### src/rtl/packet_uart_tx_if.sv
// Payload byte handshake into the packet UART transmitter.
// Latency: n/a (wires only).
// Backpressure: transfer when i_valid && o_ready on a clock edge.
interface packet_uart_tx_if;
    logic       i_valid;
    logic [7:0] i_data;
    logic       o_ready;

    modport master (output i_valid, output i_data, input o_ready);
    modport slave  (input i_valid, input i_data, output o_ready);
endinterface

### src/rtl/packet_uart_tx.sv
// Frames each payload byte as {HEADER_BYTE, payload} and serialises both bytes 8N1, LSB first.
// Latency: header start bit begins one edge after the accept edge; a packet lasts 20*T clocks.
// Backpressure: one holding register plus the active packet; o_ready drops while the holding register is full.
module packet_uart_tx #(
    parameter logic [7:0]  HEADER_BYTE = 8'hF5,
    parameter logic [23:0] MIN_CLKS    = 24'd2
) (
    input  logic              i_clk,
    input  logic              n_btn_rst,
    input  logic [30:0]       i_setup,
    packet_uart_tx_if.slave   s_if,
    output logic              o_busy,
    output logic              o_uart_tx
);

    typedef enum logic [1:0] {ST_IDLE, ST_START, ST_DATA, ST_STOP} state_t;

    state_t      state_q, state_d;
    logic [23:0] t_q, t_d;
    logic [23:0] cnt_q, cnt_d;
    logic [2:0]  bit_idx_q, bit_idx_d;
    logic        byte_idx_q, byte_idx_d;
    logic [7:0]  act_q, act_d;
    logic        act_full_q, act_full_d;
    logic [7:0]  hold_q, hold_d;
    logic        hold_full_q, hold_full_d;
    logic        ready_q, ready_d;
    logic        busy_q, busy_d;
    logic        tx_q, tx_d;

    logic [23:0] t_setup;
    logic        acc;
    logic        finishing;
    logic [7:0]  cur_byte;

    // Reserved configuration bits carry no function.
    logic unused_setup;
    assign unused_setup = ^i_setup[30:24];

    // Clocks per bit from the configuration, floored so the counter never underflows.
    assign t_setup = (i_setup[23:0] < MIN_CLKS) ? MIN_CLKS : i_setup[23:0];
    assign acc     = s_if.i_valid && ready_q;

    assign s_if.o_ready = ready_q;
    assign o_busy       = busy_q;
    assign o_uart_tx    = tx_q;

    // State and datapath registers; reset aborts any packet and drops held data.
    always_ff @(posedge i_clk or negedge n_btn_rst) begin
        if (!n_btn_rst) begin
            state_q     <= ST_IDLE;
            t_q         <= '0;
            cnt_q       <= '0;
            bit_idx_q   <= '0;
            byte_idx_q  <= 1'b0;
            act_q       <= '0;
            act_full_q  <= 1'b0;
            hold_q      <= '0;
            hold_full_q <= 1'b0;
            ready_q     <= 1'b1;
            busy_q      <= 1'b0;
            tx_q        <= 1'b1;
        end else begin
            state_q     <= state_d;
            t_q         <= t_d;
            cnt_q       <= cnt_d;
            bit_idx_q   <= bit_idx_d;
            byte_idx_q  <= byte_idx_d;
            act_q       <= act_d;
            act_full_q  <= act_full_d;
            hold_q      <= hold_d;
            hold_full_q <= hold_full_d;
            ready_q     <= ready_d;
            busy_q      <= busy_d;
            tx_q        <= tx_d;
        end
    end

    // Next state: bit timing, byte sequencing and routing of accepted payloads.
    always_comb begin
        state_d     = state_q;
        t_d         = t_q;
        cnt_d       = cnt_q;
        bit_idx_d   = bit_idx_q;
        byte_idx_d  = byte_idx_q;
        act_d       = act_q;
        act_full_d  = act_full_q;
        hold_d      = hold_q;
        hold_full_d = hold_full_q;
        finishing   = 1'b0;

        case (state_q)
            ST_IDLE: begin
                if (act_full_q) begin
                    state_d    = ST_START;
                    t_d        = t_setup;
                    cnt_d      = t_setup - 24'd1;
                    byte_idx_d = 1'b0;
                end
            end
            ST_START: begin
                if (cnt_q == '0) begin
                    state_d   = ST_DATA;
                    bit_idx_d = 3'd0;
                    cnt_d     = t_q - 24'd1;
                end else begin
                    cnt_d = cnt_q - 24'd1;
                end
            end
            ST_DATA: begin
                if (cnt_q == '0) begin
                    cnt_d = t_q - 24'd1;
                    if (bit_idx_q == 3'd7) begin
                        state_d = ST_STOP;
                    end else begin
                        bit_idx_d = bit_idx_q + 3'd1;
                    end
                end else begin
                    cnt_d = cnt_q - 24'd1;
                end
            end
            ST_STOP: begin
                if (cnt_q == '0) begin
                    if (!byte_idx_q) begin
                        byte_idx_d = 1'b1;
                        state_d    = ST_START;
                        cnt_d      = t_q - 24'd1;
                    end else if (hold_full_q) begin
                        // Back-to-back packet: promote the held byte, fresh bit time.
                        act_d       = hold_q;
                        hold_full_d = 1'b0;
                        t_d         = t_setup;
                        cnt_d       = t_setup - 24'd1;
                        byte_idx_d  = 1'b0;
                        state_d     = ST_START;
                    end else begin
                        act_full_d = 1'b0;
                        finishing  = 1'b1;
                        state_d    = ST_IDLE;
                    end
                end else begin
                    cnt_d = cnt_q - 24'd1;
                end
            end
            default: state_d = ST_IDLE;
        endcase

        // An accepted byte fills the active slot when it is free, else the holding register.
        if (acc) begin
            if (!act_full_q || finishing) begin
                act_d      = s_if.i_data;
                act_full_d = 1'b1;
            end else begin
                hold_d      = s_if.i_data;
                hold_full_d = 1'b1;
            end
        end
    end

    // Registered outputs derived from the next state so they change on the same edge.
    always_comb begin
        cur_byte = byte_idx_d ? act_d : HEADER_BYTE;
        case (state_d)
            ST_START: tx_d = 1'b0;
            ST_DATA:  tx_d = cur_byte[bit_idx_d];
            default:  tx_d = 1'b1;
        endcase
        busy_d  = !((state_d == ST_IDLE) && !hold_full_d);
        ready_d = !hold_full_d;
    end

endmodule
### src/flat_wrapper.sv
// flat-port wrapper written by rule: the top's interface ports become plain ports
module packet_uart_tx_flat 
#(
    parameter logic [7:0]  HEADER_BYTE = 8'hF5,
    parameter logic [23:0] MIN_CLKS    = 24'd2
)
  (i_clk, n_btn_rst, i_setup, o_busy, o_uart_tx, s_if_i_valid, s_if_i_data, s_if_o_ready);
  packet_uart_tx_if s_if_i ();
  input  logic i_clk;
  input  logic n_btn_rst;
  input  logic [30:0] i_setup;
  output logic o_busy;
  output logic o_uart_tx;
  input wire logic [$bits(s_if_i.i_valid)-1:0] s_if_i_valid;
  input wire logic [$bits(s_if_i.i_data)-1:0] s_if_i_data;
  output wire logic [$bits(s_if_i.o_ready)-1:0] s_if_o_ready;
  assign s_if_i.i_valid = s_if_i_valid;
  assign s_if_i.i_data = s_if_i_data;
  assign s_if_o_ready = s_if_i.o_ready;
  packet_uart_tx #(.HEADER_BYTE(HEADER_BYTE), .MIN_CLKS(MIN_CLKS)) u_core (.i_clk(i_clk), .n_btn_rst(n_btn_rst), .i_setup(i_setup), .s_if(s_if_i), .o_busy(o_busy), .o_uart_tx(o_uart_tx));
endmodule
### config.mk
export PLATFORM = sky130hd
export DESIGN_NAME = packet_uart_tx_flat
export DESIGN_NICKNAME = d
export VERILOG_FILES = /design/src/rtl/packet_uart_tx_if.sv /design/src/rtl/packet_uart_tx.sv /design/src/flat_wrapper.sv
export SDC_FILE = /design/constraint.sdc
export NUM_CORES = 1
export LEC_CHECK = 0
export ABC_CLOCK_PERIOD_IN_PS = 3970
export BUFFER_PORTS_ARGS = -buffer_cell sky130_fd_sc_hd__buf_2
export CAP_MARGIN = 20
export CORE_MARGIN = 2
export CORE_UTILIZATION = 45
export CTS_CLUSTER_SIZE = 25
export DETAILED_ROUTE_END_ITERATION = 10
export GPL_ROUTABILITY_DRIVEN = 0
export SYNTH_ARGS = -nofsm -noshare
export SYNTH_HDL_FRONTEND = slang
export SYNTH_SLANG_ARGS = --single-unit
### constraint.sdc
create_clock -name i_clk -period 3.97 [get_ports i_clk]
set_clock_uncertainty 0.1 [all_clocks]
set_input_delay 0.9925 -clock i_clk [delete_from_list [all_inputs] [get_ports i_clk]]
set_output_delay 0.9925 -clock i_clk [all_outputs]
set_load 0.01 [all_outputs]
==> impl_metrics.csv, run 1 <==
group,metric,value,unit
final_layout,antenna_cells,0,
yosys,ys_seq_area_frac,0.3532,
final_layout,fin_nets,734,
sta,timing.final.crit_share,1.014,
yosys,synthCells,606,
yosys,yosys_register_bits,75,
routing,wirelength,15520,um
worst_setup_path,path_max_fanout,4,
floorplan,rows,39,
routing,drcViolationCount,0,
yosys,syn_avg_cell_area,8.781,um^2
sta,hold_ws,0.3825,ns
worst_setup_path,startpoint_type,"primary input",
final_layout,fin_area,6451,um^2
floorplan,die_w,112.7,um
cts,cts_tree,"built",
final_layout,drive_gt1_frac,0.2540,
final_layout,final_cell_mix,"dfrtp_1 (73), buf_4 (57), nand2_1 (52)",
floorplan,io_pins,45,
grt,antenna_found_initial,0,
cts,cts.sinks,75,
yosys,synth_ff_type,"dfrtp_1",
sta,layout_setup_ws,-0.05526,ns
routing,wire_per_inst,18.66,um
cts,worst_skew_pair.late_latency,0.34,ns
yosys,ys.warnings.count,0,
final_layout,layout_commonest_cell,"dfrtp_1",
yosys,async_reset_ff_frac,1.000,
sta,rsz0062_at_grt,"true",
place,place.detailed.hpwl,11050,um
final_layout,instances_no_fill,832,
cts,cts-root-buf,"clkbuf_16",
floorplan,die_y,112.7,um
sta,final-setup-viol-count,1,
floorplan,start_util,0.4640,
worst_hold_path,hold_class,"primary input to async pin",
sta,worst_pin_slew,0.8072,ns
sta,maxSlewHeadroom,0.4574,
worst_setup_path,crit_type,"primary input to register",
place,post-place-ws,-0.3471,ns
yosys,synth_area_leaders,"dfrtp_1 (34%), mux2_2 (6.3%), o21ai_0 (4.0%)",
run_status,status,"finished, violations left",
flow_run,cap_viol_max_count,0,
worst_setup_path,worstPathArrival,4.15,ns
routing,num_vias,4999,
routing,viasPerCell,6.008,
sta,finalMaxSlewViolations,0,
sta,fmax,248.4,MHz
run_status,violations,"setup timing",
routing,ant_nets,0,
cts,cts_max_level,3,
yosys,synth_area,5321,um^2
routing,first_pass_iters,4,
yosys,synth_edf_count,0,
place,place_inst,809,
cts,clockBufferDepth,2,
sta,hold_violations,0,
cts,numCtsBuffers,9,
floorplan,design.core.area,11470,um^2
grt,grt_overflow,0,
place,port_buffers,37,
grt,grt_pass1_vias,4758,
pwr,leakage,2.563,nW
floorplan,die_area,12710,um^2
sta,period_needed,4.025,ns
worst_setup_path,cp-end-kind,"register",
pwr,fin_total_pwr,3.919,mW
grt,grtUsageTotal,0.2498,
yosys,synth.top_cell.area_share,0.3433,
place,placed_area,5973,um^2
final_layout,layout-area-overhead-vs-synth,21.23,%
cts,clkTransAtPathRegs,0.06,ns
worst_setup_path,critPathRequiredTime,4.09,ns
yosys,synth_nets,656,
grt,grt_max_degree,76,
grt,grt_pass1_wl,25180,um
cts,cts.hold.buffers_added,0,
pwr,p_per_area,607.5,nW/um^2
yosys,synth_cell_types,74,
pwr,vdd_drop_max,0.0003346,V
yosys,yosys.area.top_type,"dfrtp_1",
routing,drt-initial-drc-count,358,
cells by family (layout without fill, tap and decap cells):
group	after synthesis	count (layout)	share of synthesized area
fa+ha+maj	8	8	0.01881
mux	45	45	0.09170
flops	75	75	0.3532
xor+xnor	47	47	0.07736
simple gates	215	215	0.2140
buf+inv	48	131	0.03903
compound gates	168	168	0.2060
report_power, final:
| part | internal (mW) | leakage (nW) | switching, mW | total [mW] |
|---|---|---|---|---|
| logic | 0.707 | 1.52 | 0.875 | 1.58 |
| registers | 1.05 | 0.878 | 0.356 | 1.41 |
| clock network | 0.576 | 0.161 | 0.352 | 0.928 |
through the flow:
stage / util / TNS (ns)
3_3_place_gp: 0.5209 / -1.003
2_1_floorplan: - / -0.09580
4_1_cts: 0.5504 / 0
6_report: 0.5626 / -0.05526
3_5_place_dp: 0.5209 / -1.571
5_1_grt: 0.5626 / -0.1630
Yosys cell counts, types with 6 or more instances:
master     n
inv_1     21
a31oi_1   10
ha_1       8
a21oi_1   42
o22ai_1    6
clkbuf_1  20
and2_1     6
mux2i_1   15
dfrtp_1   73
mux2_2    30
or3_1     11
nor3_1    26
nand3_1   16
o21ai_0   43
nand2_1   52
or4_1     10
o211ai_1   9
nor2_1    47
xor2_1    24
nor4_1    11
a211oi_1   8
xnor2_1   23
flip-flops by register name (all words and copies together) (netlist names), 2 cells and up:
name	flops
u_core.t_q	24
u_core.cnt_q	24
u_core.hold_q	8
u_core.bit_idx_q	3
u_core.act_q	8
u_core.state_q	2
area by class of cell:
| cell class | instances | area (um^2) |
|---|---|---|
| clock inverter | 6 | 96.34 |
| timing repair buffer | 94 | 641.9 |
| tap | 143 | 178.9 |
| fill | 1027 | 5016 |
| inverter | 21 | 78.83 |
| multi-input combinational | 483 | 3337 |
| clock buffer | 10 | 239.0 |
| sequential | 75 | 1879 |
what timing repair did:
action                                  CTS  global route
setup buffers                             0             6
pin swaps                                 1            13
endpoints found under the setup margin    1             4
resized for setup                         1            14
metal layers:
metal  vias to the layer above  wire (um)  track usage
met5                         -          0            0
met3                        16       1093      0.04821
met1                      2399       7601       0.3823
met4                         0        237      0.07236
met2                       178       6591       0.3589
li1                       2406          -            -
worst max-delay path, cell delays in order:
cell      delay (ns)
buf_6           0.09
or4_4           0.55
nor4_4          0.28
and4_4          0.28
nand2b_4        0.15
ha_4            0.14
nor4b_4         0.23
nand4_1         0.25
nor3_2          0.24
xor2_1          0.12
mux2_4          0.28
o21ai_2         0.17
a221oi_2        0.09
a221o_1         0.29
path summary, 6_finish.rpt:
path                                  start                  end  slack [ns]  depth (start not counted)
setup reg to reg            u_core.cnt_q[0]     u_core.o_uart_tx        0.54                         11
setup / recovery                i_setup[16]     u_core.cnt_q[18]       -0.06                         14
max in group asynchronous         n_btn_rst  u_core.s_if.o_ready        2.76                          2
min in group i_clk         u_core.hold_q[2]     u_core.hold_q[2]        0.41                          1
hold / removal                    n_btn_rst      u_core.cnt_q[6]        0.38                          1
hold reg to reg            u_core.hold_q[2]     u_core.hold_q[2]        0.41                          1
(Power assumes the default switching activity.)
==> run 2, diff against run 1 <==
--- a/config.mk
+++ b/config.mk
@@ -13,6 +13,7 @@
 export CTS_CLUSTER_SIZE = 25
 export DETAILED_ROUTE_END_ITERATION = 10
 export GPL_ROUTABILITY_DRIVEN = 0
+export PLACE_DENSITY = 0.63
 export SYNTH_ARGS = -nofsm -noshare
 export SYNTH_HDL_FRONTEND = slang
 export SYNTH_SLANG_ARGS = --single-unit
==> impl_metrics.csv, run 2 (synthesis gave the netlist of run 1 again) <==
group,metric,value,unit
routing,wire_per_inst,18.35,um
worst_hold_path,hold_depth,1,
final_layout,final_cell_mix,"dfrtp_1 (73), buf_4 (53), nand2_1 (52)",
final_layout,instances_no_fill,829,
floorplan,die_w,112.7,um
sta,maxSlewHeadroom,0.3413,
cts,numCtsBuffers,9,
worst_setup_path,rr_worst_depth,10,
floorplan,die_y,112.7,um
worst_setup_path,crit_type,"primary input to register",
flow_run,cap_viol_max_count,0,
cts,clkTransAtPathRegs,0.06,ns
routing,drt-initial-drc-count,453,
sta,fmax,251.6,MHz
floorplan,design.core.area,11470,um^2
place,placed_area,5951,um^2
sta,worst_pin_slew,0.9880,ns
routing,wirelength,15210,um
final_layout,layout_commonest_cell,"dfrtp_1",
routing,drcViolationCount,0,
sta,timing.final.crit_share,1.001,
worst_hold_path,min_from,"u_core.hold_q[1]",
grt,grtUsageTotal,0.2430,
cts,worst_skew_pair.late_latency,0.35,ns
sta,rsz0062_at_grt,"true",
cts,cts-root-buf,"clkbuf_16",
worst_setup_path,cpLargestDelayFamily,"simple AND/OR/NAND/NOR gates",
final_layout,largestRegisters,"u_core.cnt_q (24), u_core.t_q (24)",
run_status,status,"finished, violations left",
floorplan,io_pins,45,
final_layout,layout-area-overhead-vs-synth,21.51,%
sta,layout_setup_ws,-0.004957,ns
worst_setup_path,critPathRequiredTime,4.10,ns
grt,grt_pass1_vias,4897,
run_status,violations,"setup timing",
cts,cts.hold.buffers_added,0,
worst_setup_path,startpoint_type,"primary input",
grt,antenna_found_initial,0,
cts,cts_max_level,3,
worst_setup_path,r2r-end,"u_core.cnt_q[12]",
grt,grt_overflow,0,
worst_setup_path,r2r_start,"u_core.cnt_q[0]",
floorplan,rows,39,
worst_setup_path,path_max_fanout,4,
worst_hold_path,holdPathEnd,"u_core.hold_q[1]",
cts,clockBufferDepth,2,
floorplan,start_util,0.4640,
final_layout,antenna_cells,0,
worst_setup_path,worstPathArrival,4.11,ns
final_layout,fin_area,6466,um^2
sta,hold_violations,0,
worst_setup_path,cp_cell_sequence,"buf_6, or4_4, nor4_4, and4_4, nand2b_4, ha_4, nor4b_4, nand4_1, nor3_2, xor2_1, mux2_4, o21ai_2, a221oi_2, a221o_1",
place,port_buffers,37,
routing,first_pass_iters,5,
sta,finalMaxSlewViolations,0,
pwr,leakage,2.551,nW
sta,final-setup-viol-count,1,
worst_setup_path,reg2reg_slack,0.54,ns
worst_hold_path,hold_class,"register to register",
routing,viasPerCell,6.083,
grt,grt_pass1_wl,24610,um
sta,period_needed,3.975,ns
worst_setup_path,crit_path_top_delay_cell,"or4_4",
final_layout,fin_nets,731,
place,place_inst,806,
cts,cts_tree,"built",
floorplan,die_area,12710,um^2
grt,grt_max_degree,76,
place,place.detailed.hpwl,10670,um
cts,cts.sinks,75,
routing,num_vias,5043,
pwr,vdd_drop_max,0.0003288,V
routing,ant_nets,0,
final_layout,drive_gt1_frac,0.2638,
worst_setup_path,cp-end-kind,"register",
worst_setup_path,crit_buf_inv,1,
pwr,p_per_area,591.0,nW/um^2
worst_setup_path,cp_slowest_stage_delay,0.57,ns
-- run 2: changes by cell type in the layout (fill, tap and decap cells not counted), moves of 2 or more --
cell | previous run | this run
buf_4 | 57 | 53
buf_6 | 1 | 4
o21ai_0 | 41 | 38
o21ai_1 | 2 | 4
xnor2_1 | 22 | 19
xnor2_2 | 1 | 4
xor2_1 | 23 | 21
-- run 2: worst max path at each step --
stage	startpoint	end	cells after the start
after floorplan	i_setup[19]	u_core.cnt_q[18]	13
after global placement	i_setup[19]	u_core.cnt_q[18]	14
after detailed placement	i_setup[19]	u_core.cnt_q[18]	14
after CTS	i_setup[19]	u_core.cnt_q[20]	15
after global routing	i_setup[16]	u_core.cnt_q[18]	14
final	i_setup[16]	u_core.cnt_q[18]	14
-- run 2: cell type report --
cell class / count / area (um^2)
Tap cell: 143 / 178.9
Inverter: 21 / 78.83
Timing Repair Buffer: 91 / 613.1
Clock buffer: 10 / 229.0
Fill cell: 1023 / 5001
Clock inverter: 6 / 72.57
Sequential cell: 75 / 1879
Multi-Input combinational cell: 483 / 3415
-- run 2: report_power, final --
| group | switching [mW] | internal [mW] | total [mW] |
|---|---|---|---|
| clock | 0.352 | 0.494 | 0.845 |
| sequential | 0.346 | 1.05 | 1.40 |
| combinational | 0.868 | 0.709 | 1.58 |
-- run 2: timing repair --
action / in CTS / in global routing
setup buffers: 3 / 4
cloned: 0 / 0
gates resized for setup: 0 / 34
setup endpoints to repair: 2 / 9
pin swaps: 1 / 17
-- run 2: routing by layer --
metal | up-vias | wire length (um) | global-route usage
met5 | - | 0 | 0
met4 | 0 | 289 | 0.1000
met3 | 21 | 762 | 0.03482
met1 | 2453 | 6770 | 0.3224
met2 | 169 | 7389 | 0.4004
li1 | 2400 | - | -
-- run 2: metrics by stage --
stage	utilization	TNS (ns)	hold slack, ns	power [mW]	setup WS (ns)
after floorplan	-	-0.09580	0.3704	2.461	-0.09580
after global placement	0.5189	-1.465	0.3884	2.866	-0.4153
after detailed placement	0.5189	-1.996	0.3987	2.918	-0.4536
after CTS	0.5472	0	0.4134	3.782	0.01491
after global routing	0.5639	-0.3496	0.4194	4.071	-0.1423
final	0.5639	-0.004957	0.4119	3.821	-0.004957
==> run 3, diff against run 2 <==
--- a/config.mk
+++ b/config.mk
@@ -14,6 +14,7 @@
 export DETAILED_ROUTE_END_ITERATION = 10
 export GPL_ROUTABILITY_DRIVEN = 0
 export PLACE_DENSITY = 0.63
+export SETUP_SLACK_MARGIN = 0.15
 export SYNTH_ARGS = -nofsm -noshare
 export SYNTH_HDL_FRONTEND = slang
 export SYNTH_SLANG_ARGS = --single-unit
==> impl_metrics.csv, run 3 (synthesis gave the netlist of run 1 again) <==
group,metric,value,unit
run_status,status,"finished, final reports clean",
final_layout,fin_area,6451,um^2
sta,period_needed,3.775,ns
pwr,vdd_drop_max,0.0003636,V
pwr,switching_power,1.573,mW
grt,antenna_found_initial,0,
cts,cts.sinks,75,
floorplan,die_y,112.7,um
place,port_buffers,37,
worst_setup_path,r2r_start,"u_core.cnt_q[0]",
grt,grt_overflow,0,
sta,fmax,264.9,MHz
sta,maxSlewHeadroom,0.4934,
cts,cts_tree,"built",
cts,clockBufferDepth,2,
worst_hold_path,min_from,"u_core.hold_q[3]",
cts,worst_skew_pair.late_latency,0.35,ns
pwr,p_seq_frac,0.365,
final_layout,drive_gt1_frac,0.2598,
worst_hold_path,hold_depth,1,
routing,drcViolationCount,0,
pwr,leakage,2.559,nW
worst_setup_path,rr_worst_depth,11,
sta,rsz0062_at_grt,"true",
pwr,p_per_area,594.5,nW/um^2
sta,finalMaxSlewViolations,0,
final_layout,layout-area-overhead-vs-synth,21.23,%
floorplan,start_util,0.4640,
flow_run,cap_viol_max_count,0,
final_layout,largestRegisters,"u_core.cnt_q (24), u_core.t_q (24)",
final_layout,antenna_cells,0,
floorplan,die_w,112.7,um
final_layout,instances_no_fill,832,
routing,first_pass_iters,5,
cts,cts_max_level,3,
cts,cts-root-buf,"clkbuf_16",
pwr,switching_share,0.4102,
final_layout,n_fill_cell,1004,
floorplan,die_area,12710,um^2
sta,worst_pin_slew,0.7599,ns
floorplan,design.core.area,11470,um^2
pwr,internal_power,2.262,mW
pwr,comb_power_share,0.410,
routing,ant_nets,0,
place,place_inst,803,
worst_setup_path,critPathRequiredTime,4.10,ns
final_layout,multi_input_area,3357,um^2
worst_setup_path,path_max_fanout,3,
worst_setup_path,reg2reg_slack,0.57,ns
worst_setup_path,startpoint_type,"primary input",
worst_setup_path,cp-end-kind,"register",
floorplan,io_pins,45,
routing,wirelength,15170,um
cts,cts.hold.buffers_added,0,
routing,wire_per_inst,18.24,um
worst_hold_path,holdPathEnd,"u_core.hold_q[3]",
place,placed_area,5948,um^2
sta,final-setup-viol-count,0,
grt,grtUsageTotal,0.2431,
floorplan,rows,39,
grt,grt_pass1_wl,24760,um
pwr,power_frac_clock,0.225,
worst_setup_path,crit_type,"primary input to register",
cts,numCtsBuffers,9,
routing,drt-initial-drc-count,405,
worst_setup_path,worstPathArrival,3.91,ns
final_layout,layout_commonest_cell,"dfrtp_1",
final_layout,fin_nets,734,
worst_setup_path,r2r-end,"u_core.o_uart_tx",
final_layout,seq_area,1879,um^2
place,place.detailed.hpwl,10730,um
sta,timing.final.crit_share,0.9509,
worst_hold_path,hold_class,"register to register",
grt,grt_max_degree,76,
grt,grt_pass1_vias,4945,
cts,clkTransAtPathRegs,0.07,ns
sta,hold_violations,0,
final_layout,final_cell_mix,"dfrtp_1 (73), buf_4 (57), nand2_1 (52)",
routing,viasPerCell,6.022,
routing,num_vias,5010,
## run 3: changes by cell type in the layout (fill, tap and decap cells not counted), moves of 2 or more
| cell | delta |
|---|---|
| buf_4 | +4 |
| buf_6 | -2 |
| xnor2_1 | +2 |
| xnor2_2 | -2 |
| xor2_1 | +2 |
## run 3: worst max-delay path: stages
cell	delay, ns
buf_6	0.09
or4_4	0.56
nor4_4	0.20
and4_4	0.28
nand2b_4	0.14
ha_4	0.13
nor4b_4	0.24
nand4_1	0.21
nor3_2	0.18
xor2_1	0.12
mux2_4	0.28
o21ai_2	0.12
a221oi_2	0.08
a221o_1	0.28
## run 3: layout make-up
| class | instances | area share |
|---|---|---|
| flip-flops and latches | 75 | 0.2913 |
| clock inverters | 7 | 0.01299 |
| well taps | 143 | 0.02773 |
| inverters | 21 | 0.01222 |
| clock buffers | 9 | 0.03491 |
| multi-input cells | 483 | 0.5204 |
| repair buffers | 94 | 0.1005 |
## run 3: power by group through the flow
stage | Clock [mW] | Combinational (mW) | Sequential (mW)
after floorplan | 0 | 1.15 | 1.31
after detailed placement | 0 | 1.52 | 1.40
after global routing | 0.913 | 1.73 | 1.44
after global placement | 0 | 1.48 | 1.38
final | 0.864 | 1.57 | 1.40
after CTS | 0.883 | 1.53 | 1.39
## run 3: worst max-delay path by stage
stage               cells after the start   startpoint  slack (ns)               end
global route                           14  i_setup[19]        0.03  u_core.cnt_q[18]
global placement                       14  i_setup[19]       -0.23  u_core.cnt_q[18]
CTS                                    14  i_setup[19]        0.15  u_core.cnt_q[18]
floorplan                              13  i_setup[19]       -0.02  u_core.cnt_q[18]
detailed placement                     15  i_setup[19]       -0.28  u_core.cnt_q[20]
finish                                 14  i_setup[19]        0.19  u_core.cnt_q[18]
## run 3: timing repair
| action | 4_1_cts | 5_1_grt |
|---|---|---|
| gates resized for setup | 2 | 17 |
| setup buffers | 2 | 10 |
| endpoints found under the setup margin | 5 | 8 |
| pin swaps | 1 | 8 |
## run 3: per-layer routing
layer | vias to the layer above | global-route usage | share of wire | wire, um
li1 | 2396 | - | - | -
met1 | 2447 | 0.3150 | 0.44 | 6692
met2 | 136 | 0.4048 | 0.48 | 7320
met3 | 31 | 0.03642 | 0.046 | 693
met4 | 0 | 0.1073 | 0.031 | 466
met5 | - | 0 | 0 | 0
## run 3: metrics by stage
step | worst slack (ns) | setup TNS [ns] | power (mW) | hold slack [ns] | util
3_5_place_dp | -0.2837 | -1.741 | 2.923 | 0.3974 | 0.5187
5_1_grt | 0.03220 | 0 | 4.085 | 0.4207 | 0.5626
2_1_floorplan | -0.01864 | -0.01864 | 2.463 | 0.3704 | -
6_report | 0.1949 | 0 | 3.835 | 0.4102 | 0.5626
3_3_place_gp | -0.2299 | -1.228 | 2.865 | 0.3862 | 0.5187
4_1_cts | 0.1545 | 0 | 3.804 | 0.4129 | 0.5472
